===== config.mk =====
export PLATFORM = sky130hd
export DESIGN_NAME = march_cminus_sequencer
export DESIGN_NICKNAME = d
export VERILOG_FILES = /design/src/rtl/march_cminus_sequencer.sv
export SDC_FILE = /design/constraint.sdc
export NUM_CORES = 1
export LEC_CHECK = 0
export BUFFER_PORTS_ARGS = -buffer_cell sky130_fd_sc_hd__buf_2
export CORE_AREA = 8 8 64 66
export CTS_CLUSTER_DIAMETER = 60
export DETAILED_ROUTE_END_ITERATION = 7
export DIE_AREA = 0 0 72 74
export GPL_TIMING_DRIVEN = 0
export PLACE_DENSITY = 0.66
export SYNTH_ARGS = -nofsm -noshare
export SYNTH_HDL_FRONTEND = slang
export SYNTH_SLANG_ARGS = --single-unit

===== constraint.sdc =====
create_clock -name clk -period 2.9 [get_ports clk]
set_clock_uncertainty 0.2 [all_clocks]
set_input_delay 0.29 -clock clk [delete_from_list [all_inputs] [get_ports clk]]
set_output_delay 0.29 -clock clk [all_outputs]
set_load 0.02 [all_outputs]

===== src/rtl/march_cminus_sequencer.sv =====
// March C- sequencer: steps an external address counter through the six March C- elements
// on a single-port SRAM, compares read data one cycle later and latches the first failure.
module march_cminus_sequencer #(
  parameter int ARRAY_SIZE = 16,
  parameter int ADDR_WIDTH = $clog2(ARRAY_SIZE),
  parameter int DATA_WIDTH = 8
) (
  input  logic                  clk,
  input  logic                  rst,
  input  logic                  start,
  input  logic [ADDR_WIDTH-1:0] addr_in,
  output logic                  gen_en,
  output logic                  gen_clr,
  output logic                  mem_cs,
  output logic                  mem_we,
  output logic [ADDR_WIDTH-1:0] mem_addr,
  output logic [DATA_WIDTH-1:0] mem_wdata,
  input  logic [DATA_WIDTH-1:0] mem_rdata,
  output logic                  busy,
  output logic                  done,
  output logic                  fail,
  output logic [ADDR_WIDTH-1:0] fail_addr,
  output logic [2:0]            fail_elem
);

  typedef enum logic [3:0] {
    S_IDLE, S_INIT, S_M0, S_M1, S_M2, S_M3, S_M4, S_M5, S_CHECK
  } state_t;

  localparam logic [ADDR_WIDTH-1:0] LAST_ADDR = ADDR_WIDTH'(ARRAY_SIZE - 1);
  localparam logic [DATA_WIDTH-1:0] BG0 = '0;
  localparam logic [DATA_WIDTH-1:0] BG1 = '1;

  state_t state;
  logic   phase;

  logic                  vld_p0;
  logic [DATA_WIDTH-1:0] exp_p0;
  logic [ADDR_WIDTH-1:0] addr_p0;
  logic [2:0]            elem_p0;

  logic in_march, two_slot, rd_strobe, last_step;

  function automatic logic [DATA_WIDTH-1:0] read_bg(input state_t s);
    return (s == S_M2 || s == S_M4) ? BG1 : BG0;
  endfunction

  function automatic logic [DATA_WIDTH-1:0] write_bg(input state_t s);
    return (s == S_M1 || s == S_M3) ? BG1 : BG0;
  endfunction

  function automatic logic [2:0] elem_num(input state_t s);
    case (s)
      S_M1:    return 3'd1;
      S_M2:    return 3'd2;
      S_M3:    return 3'd3;
      S_M4:    return 3'd4;
      S_M5:    return 3'd5;
      default: return 3'd0;
    endcase
  endfunction

  function automatic state_t next_elem(input state_t s);
    case (s)
      S_M0:    return S_M1;
      S_M1:    return S_M2;
      S_M2:    return S_M3;
      S_M3:    return S_M4;
      S_M4:    return S_M5;
      S_M5:    return S_CHECK;
      default: return S_IDLE;
    endcase
  endfunction

  // Strobes decode from registered state only; the address tracks the counter directly.
  always_comb begin
    in_march  = (state inside {S_M0, S_M1, S_M2, S_M3, S_M4, S_M5});
    two_slot  = (state inside {S_M1, S_M2, S_M3, S_M4});
    busy      = (state != S_IDLE);
    gen_clr   = (state == S_INIT);
    mem_cs    = in_march;
    mem_we    = (state == S_M0) || (two_slot && phase);
    gen_en    = (state == S_M0) || (state == S_M5) || (two_slot && phase);
    mem_wdata = mem_we ? write_bg(state) : BG0;
    mem_addr  = '0;
    if (state == S_M3 || state == S_M4)
      mem_addr = LAST_ADDR - addr_in;
    else if (in_march)
      mem_addr = addr_in;
    rd_strobe = mem_cs && !mem_we;
    last_step = gen_en && (addr_in == LAST_ADDR);
  end

  always_ff @(posedge clk or posedge rst) begin
    if (rst) begin
      state     <= S_IDLE;
      phase     <= 1'b0;
      vld_p0    <= 1'b0;
      done      <= 1'b0;
      fail      <= 1'b0;
      fail_addr <= '0;
      fail_elem <= '0;
    end else begin
      vld_p0 <= rd_strobe;
      if (vld_p0 && (mem_rdata != exp_p0) && !fail) begin
        fail      <= 1'b1;
        fail_addr <= addr_p0;
        fail_elem <= elem_p0;
      end
      case (state)
        S_IDLE: if (start) begin
          state     <= S_INIT;
          done      <= 1'b0;
          fail      <= 1'b0;
          fail_addr <= '0;
          fail_elem <= '0;
        end
        S_INIT: begin
          state <= S_M0;
          phase <= 1'b0;
        end
        S_M0, S_M5: if (last_step) state <= next_elem(state);
        S_M1, S_M2, S_M3, S_M4: begin
          phase <= ~phase;
          if (last_step) state <= next_elem(state);
        end
        S_CHECK: begin
          state <= S_IDLE;
          done  <= 1'b1;
        end
        default: state <= S_IDLE;
      endcase
    end
  end

  // p0: capture what each read should return; compared against mem_rdata next cycle
  always_ff @(posedge clk) begin
    if (rd_strobe) begin
      exp_p0  <= read_bg(state);
      addr_p0 <= mem_addr;
      elem_p0 <= elem_num(state);
    end
  end

endmodule


Word-level counts from Yosys, hierarchy flattened:

Index checks and enable logic that the tools add are counted.

* add/sub/neg operators: 1
* bitwise operators: 1
* multiplexer cells: 22
* eq/ne operators: 12
* reduce and logical (&&, ||, !) cells: 23

Operators by type and width (count)
* 2-to-1 mux 4 bit: 7
* 2-to-1 mux 8 bit: 3
* case mux 4 bit (6 select lines): 1
* equality test 4 x 3 -> 1 bit (second input constant): 4
* case mux 3 bit (5 select lines): 1
* case mux 4 bit (3 select lines): 1
* 2-to-1 mux 3 bit: 3
* equality test 4 x 2 -> 1 bit (second input constant): 2
* equality test 4 bit (second input constant): 2
* != test 8 bit: 1
* nonzero test 4 bit: 2
* logical OR 1 bit: 6
* nonzero test 6 bit: 1
* OR reduction 6 bit: 1
* logical AND 1 bit: 5
* equality test 4 x 1 -> 1 bit (second input constant): 1
* zero test 4 bit: 1
* 2-to-1 mux 1 bit: 4
* case mux 1 bit (2 select lines): 2
* AND reduction 2 bit: 2
* nonzero test 2 bit: 2
* OR reduction 4 bit: 1
* subtractor 4 bit (first input constant): 1
* zero test 1 bit: 2
* other kinds (3): 3

* register bits: 30
* output and inout bits: 26

Longest topological paths before layout:

Gate-level depths: netlist (run 1).

* depth in word-level cells: 7
* mapped depth: 6
* mapped depth without buffers: 4

Worst setup path after synthesis (run 1):

OpenSTA, ideal clock, no wires.

* path type: reg-to-reg
* from: register state[1]
* to: register addr_p0[0], enable pin
* slack: -0.048 ns
* period minus slack after synthesis: 2.948 ns
* data required time: 2.322 ns
* path buffers: 1
* stages on the path, launching flop included: 6
* arrival: 2.369 ns
* path through: dfrtp_1 > clkbuf_1 > nand2_1 > nand2_1 > a2111oi_0 > nor3_1

* word-level cells in the longest chain between the ends: 6

RTL lines
* start: declaration: RTL line 34 `state_t state;`
* start signal: assignment: RTL line 122 `S_M0, S_M5: if (last_step) state <= next_elem(state);`
* start signal: assignment: RTL line 125 `if (last_step) state <= next_elem(state);`
* equality test 4 x 2 -> 1 bit or equality test 4 x 3 -> 1 bit (tied branches): RTL line 78 `two_slot = (state inside {S_M1, S_M2, S_M3, S_M4});`
* nonzero test 4 bit: RTL line 78
* logical AND 1 bit: RTL line 82 `mem_we = (state == S_M0) || (two_slot && phase);`
* logical OR 1 bit *: RTL line 82
* via mem_we: RTL line 15 `output logic mem_we,`
* zero test 1 bit *: RTL line 90 `rd_strobe = mem_cs && !mem_we;`
* logical AND 1 bit *: RTL line 90
* via rd_strobe: RTL line 42 `logic in_march, two_slot, rd_strobe, last_step;`
* end signal: assignment: RTL line 140 `addr_p0 <= mem_addr;`
* end: declaration: RTL line 39 `logic [ADDR_WIDTH-1:0] addr_p0;`

Mark *: on every way through the listed nets, which the timed path passes. The rest lies on a longest branch.
A chain may end at the register's enable or synchronous reset.

Worst setup path in the final report (run 1):

* from: register state[1]
* to: output mem_wdata[3]

* word-level cells in the longest chain between the ends: 5

RTL lines
* equality test 4 x 2 -> 1 bit (tied with other cells): RTL line 49, 78
* nonzero test 4 bit: RTL line 78
* logical AND 1 bit: RTL line 82
* logical OR 1 bit: RTL line 82
* 2-to-1 mux 8 bit *: RTL line 84 `mem_wdata = mem_we ? write_bg(state) : BG0;`
* end: declaration: RTL line 17 `output logic [DATA_WIDTH-1:0] mem_wdata,`

Mark *: on every way between the ends. The rest lies on a longest branch, timed or not.

==> impl_metrics.ini, run 1 <==
[status]
status = complete, no violations

[worst_setup_path]
arrival_ns = 2.20
cp_data_required_time_ns = 2.41
cp_max_fo = 10
critPathLaunchType = flop
worstSetupPathType = reg2out
end_kind = output pin

[clock_tree]
htreeDepth = 1
path_clk_slew_ns = 0.12
numCtsBuffers = 3
cts_tree = built
cts_root_buf = clkbuf_4
insertion_delay_ns = 0.30
clock_sinks = 23
cts_buffer_depth = 2

[synthesis]
syn-cell-area_um2 = 1350
yosysUniqueCellTypes = 39
syn_inst = 144
synth_ff_type = dfrtp_1
synth_area_leaders = dfrtp_1, edfxtp_1, nand2_1, mux2i_1, buf_4
synth_top_cell_area_share = 0.278
syn_avg_cell_area_um2 = 9.39
yosysSeqAreaShare = 0.455
synthArstFlopShare = 0.652
synth_top_area_cell = dfrtp_1
syn-num-nets = 159
synth-edff-count = 8
yosys_warnings = 0
ys_ff_latch = 23

[die]
die_x_um = 72
dieArea_um2 = 5330
io_pins = 41
num_rows = 21
die_height_um = 74
core_um2 = 3180
initial_utilization = 0.425

[grt]
grt_max_degree = 16
antenna_found_initial = 0
grt.total_usage = 0.125
grt_pass1_vias = 1246
grt_pass1_wl_um = 5470
grt.overflow.total = 0

[routing]
drt-pass1-iter-count = 4
drtIter0Drc = 62
dr_total_vias = 1203
drcViolationCount = 0
wl_um = 3080
via_per_inst = 5.12
wire_per_inst_um = 13.1
detail-route-antenna-nets = 0

[final_layout]
syn_to_final_growth_pct = 22.8
drive_above_1_share = 0.317
final_common_cell = buf_2
nNetsFinal = 205
diodes = 0
fillers = 298
final_cell_mix = buf_2, nand2_1, dfrtp_1, nor2_1
finish.instance_area_um2 = 1660
layoutNonFillerInstCount = 235

[sta]
finalHoldViolCount = 0
slew_headroom = 0.549
fin_setup_tns_ns = 0
fin_crit_sh = 0.926
timing.final.ws_setup_ns = 0.214
setup_viol = 0
min_period_ns = 2.69
fmax_mhz = 372
rsz0062_at_grt = no
slew_viol_final = 0
worst_pin_slew_ns = 0.674

[placed_design]
dp_slack_ns = 0.213
place_inst = 230
place_area_um2 = 1610
gp_congestion = 0.884
port-buffer-count = 40
hpwl_um = 2440

[power]
power_density_nw_per_um2 = 1150
ir_worst_vdd_mv = 0.753
p_leak_nw = 0.755

[job]
cap_violations = 0

[worst_hold_path]
hp-class = in2reg
final timing paths:
| check | start | endpoint | slack (ns) | cells after the start |
|---|---|---|---|---|
| worst min-delay path | start | done | 0.09 | 3 |
| worst max register to register | state[0] | elem_p0[1] | 0.54 | 4 |
| max in group asynchronous | rst | fail_elem[0] | 1.73 | 3 |
| min in group asynchronous | rst | fail | 0.38 | 3 |
| worst min register to register | done | done | 0.32 | 1 |
| worst max-delay path | state[1] | mem_wdata[3] | 0.21 | 6 |
metrics by stage:
stage	util	hold slack [ns]	power (W)
5_1_grt	0.522	0.0985	0.00207
3_3_place_gp	0.507	0.180	0.00175
4_1_cts	0.520	0.0771	0.00193
2_1_floorplan	-	-0.00852	0.00144
6_report	0.522	0.0894	0.00191
3_5_place_dp	0.507	0.192	0.00178
where the power goes:
group	internal [W]	total (W)	switching [W]
clock network	0.0000513	0.000140	0.0000882
logic	0.000438	0.00120	0.000760
registers	0.000523	0.000576	0.0000533
total	0.00101	0.00191	0.000902
flip-flops by register name, summed over array words and instances, names as in the netlist, 3 cells and up:
| name | flops |
|---|---|
| addr_p0 | 4 |
| elem_p0 | 3 |
| fail_addr | 4 |
| fail_elem | 3 |
| state | 4 |
synthesized netlist by cell type, types with 3 or more instances:
| cell | instances |
|---|---|
| a21oi_1 | 4 |
| a222oi_1 | 4 |
| buf_4 | 7 |
| clkbuf_1 | 9 |
| dfrtp_1 | 15 |
| edfxtp_1 | 8 |
| mux2i_1 | 7 |
| nand2_1 | 26 |
| nand2b_1 | 3 |
| nand4_1 | 3 |
| nor2_1 | 14 |
| nor2b_1 | 3 |
| nor3_1 | 5 |
| o21ai_0 | 4 |
| xor2_1 | 4 |
area by class of cell:
class / count / area (µm²) / area share
plain buffers: 17 / 92.6 / 0.0558
multi-input cells: 102 / 649 / 0.391
well taps: 46 / 57.6 / 0.0347
flip-flops and latches: 23 / 616 / 0.371
clock inverters: 1 / 5.00 / 0.00301
clock buffers: 3 / 22.5 / 0.0136
inverters: 2 / 7.51 / 0.00452
repair buffers: 41 / 210 / 0.127
routing by layer:
metal  part of all wire  GRT usage  vias to the layer above
li1                   -          -                      595
met1               0.44      0.148                      555
met2               0.47      0.216                       51
met3              0.072     0.0270                        2
met4              0.011     0.0499                        0
met5                  0          0                        -
cells by family after synthesis:
| family | Yosys count | synth area share |
|---|---|---|
| AND/OR/NAND/NOR | 67 | 0.250 |
| flip-flops | 23 | 0.455 |
| AO/OA/AOI/OAI | 21 | 0.123 |
| buffers and inverters | 19 | 0.0731 |
| multiplexers | 8 | 0.0601 |
| XOR/XNOR | 6 | 0.0389 |
critical path: stages, from the launching register on:
cell      delay [ns]
dfrtp_1         0.36
clkbuf_1        0.35
buf_2           0.32
xnor2_1         0.12
nor3b_2         0.41
buf_4           0.18
buf_2           0.15
repair_timing:
| item | CTS | global route |
|---|---|---|
| setup endpoints to repair | 8 | 15 |
| setup buffers | 0 | 0 |
| hold endpoints to repair | 15 | 0 |
| hold buffers | 1 | 0 |
| resized for setup | 1 | 3 |
Note: power is estimated with default switching activity, not from simulation.
==> run 2, diff against run 1 <==
==> constraint.sdc (replaced) <==
create_clock -name clk -period 2.8 [get_ports clk]
set_clock_uncertainty 0.2 [all_clocks]
set_input_delay 0.28 -clock clk [delete_from_list [all_inputs] [get_ports clk]]
set_output_delay 0.28 -clock clk [all_outputs]
set_load 0.02 [all_outputs]
==> impl_metrics.ini, run 2 (synthesis gave the netlist of run 1 again) <==
[clock_tree]
path_clk_slew_ns = 0.12
htreeDepth = 1
clock_sinks = 23
cts_tree = built
cts_buffer_depth = 2
cts_root_buf = clkbuf_4
numCtsBuffers = 3
postCtsSetupRepairBufs = 0
insertion_delay_ns = 0.30

[sta]
finalHoldViolCount = 0
slew_headroom = 0.550
fin_crit_sh = 0.935
fin_setup_tns_ns = 0
min_period_ns = 2.62
slew_viol_final = 0
fmax_mhz = 382
setup_viol = 0
worst_pin_slew_ns = 0.672
timing.final.ws_setup_ns = 0.182
rsz0062_at_grt = no

[status]
status = complete, no violations

[routing]
detail-route-antenna-nets = 0
wl_um = 3070
drtIter0Drc = 66
drt-pass1-iter-count = 6
wire_per_inst_um = 13.1
drcViolationCount = 0
dr_total_vias = 1188
via_per_inst = 5.06

[final_layout]
nNetsFinal = 205
fin_util = 0.524
diodes = 0
finish.instance_area_um2 = 1670
top_regs = addr_p0 (4), fail_addr (4), state (4)
final_cell_mix = buf_2, nand2_1, dfrtp_1, nor2_1
drive_above_1_share = 0.317
syn_to_final_growth_pct = 23.2
final_common_cell = buf_2

[placed_design]
dp_slack_ns = 0.113
place_area_um2 = 1610
port-buffer-count = 40
gp_congestion = 0.884
hpwl_um = 2440

[power]
power_density_nw_per_um2 = 1200
power_w = 0.00199
ir_worst_vdd_mv = 0.798
p_leak_nw = 0.756

[worst_setup_path]
critPathTopFamily = buffers and inverters
cp.depth = 6
cp_cell_sequence = clkbuf_1, buf_2, xnor2_1, nor3b_4, buf_4, buf_2
rr_startpoint = state[0]
r2r-end = elem_p0[1]
cp_max_fo = 10
reg2reg_slack_ns = 0.44
critPathMaxStageDelay_ns = 0.36
worstSetupStartpoint = state[1]
arrival_ns = 2.14
worstSetupPathType = reg2out
cpMostUsedCell = buf_2
cp_data_required_time_ns = 2.32
end_kind = output pin
crit_buf_inv = 4
r2r_cells = 4
critPathLaunchType = flop
critPathSlowestCell = dfrtp_1
cp-endpoint = mem_wdata[3]

[grt]
grt_pass1_vias = 1246
antenna_found_initial = 0
grt.total_usage = 0.125
grt_pass1_wl_um = 5470
grt_max_degree = 16
grt.overflow.total = 0

[worst_hold_path]
hp-class = in2reg

[job]
cap_violations = 0

[die]
core_um2 = 3180
die_height_um = 74
num_rows = 21
dieArea_um2 = 5330
io_pins = 41
initial_utilization = 0.425
die_x_um = 72
run 2: cell counts in the layout (fill, tap and decap cells not counted):
Identical to the previous run, type by type.
run 2: metal layers:
| metal | track usage | up-vias | routed length [µm] |
|---|---|---|---|
| li1 | - | 592 | - |
| met1 | 0.148 | 542 | 1340 |
| met2 | 0.216 | 52 | 1460 |
| met3 | 0.0270 | 2 | 233 |
| met4 | 0.0499 | 0 | 34 |
| met5 | 0 | - | 0 |
run 2: how the worst min path moves through the flow:
stage,startpoint,endpoint,slack (ns),depth (start not counted)
3_3_place_gp,rst,done,0.17,2
2_1_floorplan,rst,done,-0.02,1
5_1_grt,start,done,0.09,3
6_report,start,done,0.08,3
3_5_place_dp,rst,done,0.18,2
4_1_cts,start,done,0.07,3
run 2: power by group:
group / internal [W] / switching [W] / total (W)
logic: 0.000461 / 0.000792 / 0.00125
clock network: 0.0000531 / 0.0000913 / 0.000144
registers: 0.000541 / 0.0000552 / 0.000596
total: 0.00106 / 0.000939 / 0.00199
run 2: metrics by stage:
step | hold slack [ns] | cells
6_report | 0.0793 | 235
5_1_grt | 0.0885 | 235
4_1_cts | 0.0671 | 235
3_5_place_dp | 0.182 | 230
3_3_place_gp | 0.170 | 230
2_1_floorplan | -0.0185 | 144
run 2: timing repair:
item | 4_1_cts | 5_1_grt
hold buffers | 1 | 0
resized for setup | 1 | 4
hold endpoints to repair | 15 | 0
cloned | 0 | 0
setup endpoints to repair | 8 | 21
run 2: layout make-up:
class | instances | area (µm²)
inverters | 2 | 7.51
multi-input cells | 102 | 656
fillers | 298 | 1510
plain buffers | 17 | 92.6
clock buffers | 3 | 22.5
repair buffers | 41 | 210
clock inverters | 1 | 5.00
flip-flops and latches | 23 | 616
well taps | 46 | 57.6
run 2: worst register-to-register path, delay by kind of cell (launching register included):
kind                   cells  cell delay, ns
AO/OA/AOI/OAI              1            0.21
buffers and inverters      2            0.69
flip-flops                 1            0.35
AND/OR/NAND/NOR            1            0.55
==> run 3, diff against run 2 <==
--- a/config.mk
+++ b/config.mk
@@ -12,6 +12,7 @@
 export DIE_AREA = 0 0 72 74
 export GPL_TIMING_DRIVEN = 0
 export PLACE_DENSITY = 0.66
+export RECOVER_POWER = 25
 export SYNTH_ARGS = -nofsm -noshare
 export SYNTH_HDL_FRONTEND = slang
 export SYNTH_SLANG_ARGS = --single-unit
==> impl_metrics.ini, run 3 (synthesis gave the netlist of run 1 again) <==
[grt]
grtUsageMet1 = 0.148
antenna_found_initial = 0
grt.overflow.total = 0
grt_pass1_wl_um = 5470
use_met2 = 0.216
grt_busiest_layer = met2
grt_pass1_vias = 1246
grt_max_degree = 16
grt.total_usage = 0.125
met3_usage = 0.0270

[routing]
via_per_inst = 5.06
wire_per_inst_um = 13.1
detail-route-antenna-nets = 0
drtIter0Drc = 66
dr_total_vias = 1188
wl_um = 3070
drt-pass1-iter-count = 6
drcViolationCount = 0

[placed_design]
hpwl_um = 2440
gp_congestion = 0.884
port-buffer-count = 40
dp_slack_ns = 0.113

[power]
power_w = 0.00199
p_leak_nw = 0.750
power_density_nw_per_um2 = 1200
ir_worst_vdd_mv = 0.798

[worst_setup_path]
cp_cell_sequence = clkbuf_1, buf_2, xnor2_1, nor3b_4, buf_4, buf_2
rr_startpoint = state[0]
critPathLaunchType = flop
critPathSlowestCell = dfrtp_1
worstSetupStartpoint = state[1]
critPathMaxStageDelay_ns = 0.36
cp_max_fo = 10
cpMostUsedCell = buf_2
arrival_ns = 2.14
r2r_cells = 4
cp_data_required_time_ns = 2.32
end_kind = output pin
worstSetupPathType = reg2out

[die]
dieArea_um2 = 5330
num_rows = 21
die_height_um = 74
die_x_um = 72
initial_utilization = 0.425
core_um2 = 3180
io_pins = 41

[sta]
finalHoldViolCount = 0
timing.final.ws_setup_ns = 0.182
slew_viol_final = 0
min_period_ns = 2.62
setup_viol = 0
fmax_mhz = 382
fin_setup_tns_ns = 0
rsz0062_at_grt = no
slew_headroom = 0.550
worst_pin_slew_ns = 0.672
fin_crit_sh = 0.935

[clock_tree]
cts_buffer_depth = 2
clock_sinks = 23
numCtsBuffers = 3
cts_root_buf = clkbuf_4
insertion_delay_ns = 0.30
htreeDepth = 1
cts_tree = built
path_clk_slew_ns = 0.12

[job]
cap_violations = 0

[final_layout]
fin_util = 0.523
diodes = 0
nNetsFinal = 205
drive_above_1_share = 0.307
final_cell_mix = buf_2, nand2_1, dfrtp_1, nor2_1, clkbuf_1
top_regs = addr_p0 (4), fail_addr (4), state (4)
final_common_cell = buf_2
syn_to_final_growth_pct = 23.0

[worst_hold_path]
hp-class = in2reg
hold_path.startpoint = start
min_path_cells = 3

[status]
status = complete, no violations
[run 3: cell types whose count changed in the layout (fill, tap and decap cells not counted), sizes merged]
cell,change
clkbuf,+2
buf,-2
[run 3: worst paths after layout]
check | to | slack (ns)
max in group asynchronous | fail_elem[0] | 1.64
min | done | 0.08
min reg2reg | done | 0.32
min in group asynchronous | fail | 0.37
max reg2reg | elem_p0[1] | 0.44
max | mem_wdata[3] | 0.18
[run 3: per-stage QoR]
| stage | hold slack, ns | area (µm²) | instances |
|---|---|---|---|
| final | 0.0791 | 1660 | 235 |
| after global routing | 0.0885 | 1660 | 235 |
| after CTS | 0.0671 | 1650 | 235 |
| after detailed placement | 0.182 | 1610 | 230 |
| after global placement | 0.170 | 1610 | 230 |
| after floorplan | -0.0185 | 1350 | 144 |
[run 3: final cells by class]
cell class	count	area [µm²]
plain buffers	17	92.6
clock buffers	3	22.5
clock inverters	1	5.00
fillers	296	1520
inverters	2	7.51
multi-input cells	102	656
flip-flops and latches	23	616
well taps	46	57.6
repair buffers	41	208
[run 3: worst max-delay path, delay by kind of cell (launching register included)]
family                 cells  cell delay [ns]
flip-flops                 1             0.36
buffers and inverters      4             0.99
XOR/XNOR                   1             0.14
AND/OR/NAND/NOR            1             0.34
[run 3: layer usage]
metal | routed length (µm) | part of all wire
met1 | 1340 | 0.44
met2 | 1460 | 0.48
met3 | 234 | 0.076
met4 | 34 | 0.011
met5 | 0 | 0
[run 3: report_power, final]
group / total [W] / switching, W / internal, W / leakage [nW]
registers: 0.000597 / 0.0000555 / 0.000541 / 0.260
logic: 0.00125 / 0.000793 / 0.000458 / 0.472
clock network: 0.000144 / 0.0000913 / 0.0000531 / 0.0177
total: 0.00199 / 0.000939 / 0.00105 / 0.750
[run 3: timing repair]
item / in CTS / in global routing
endpoints found under the hold margin: 15 / 0
hold buffers: 1 / 0
endpoints found under the setup margin: 8 / 21
gates resized for setup: 1 / 4
setup buffers: 0 / 0
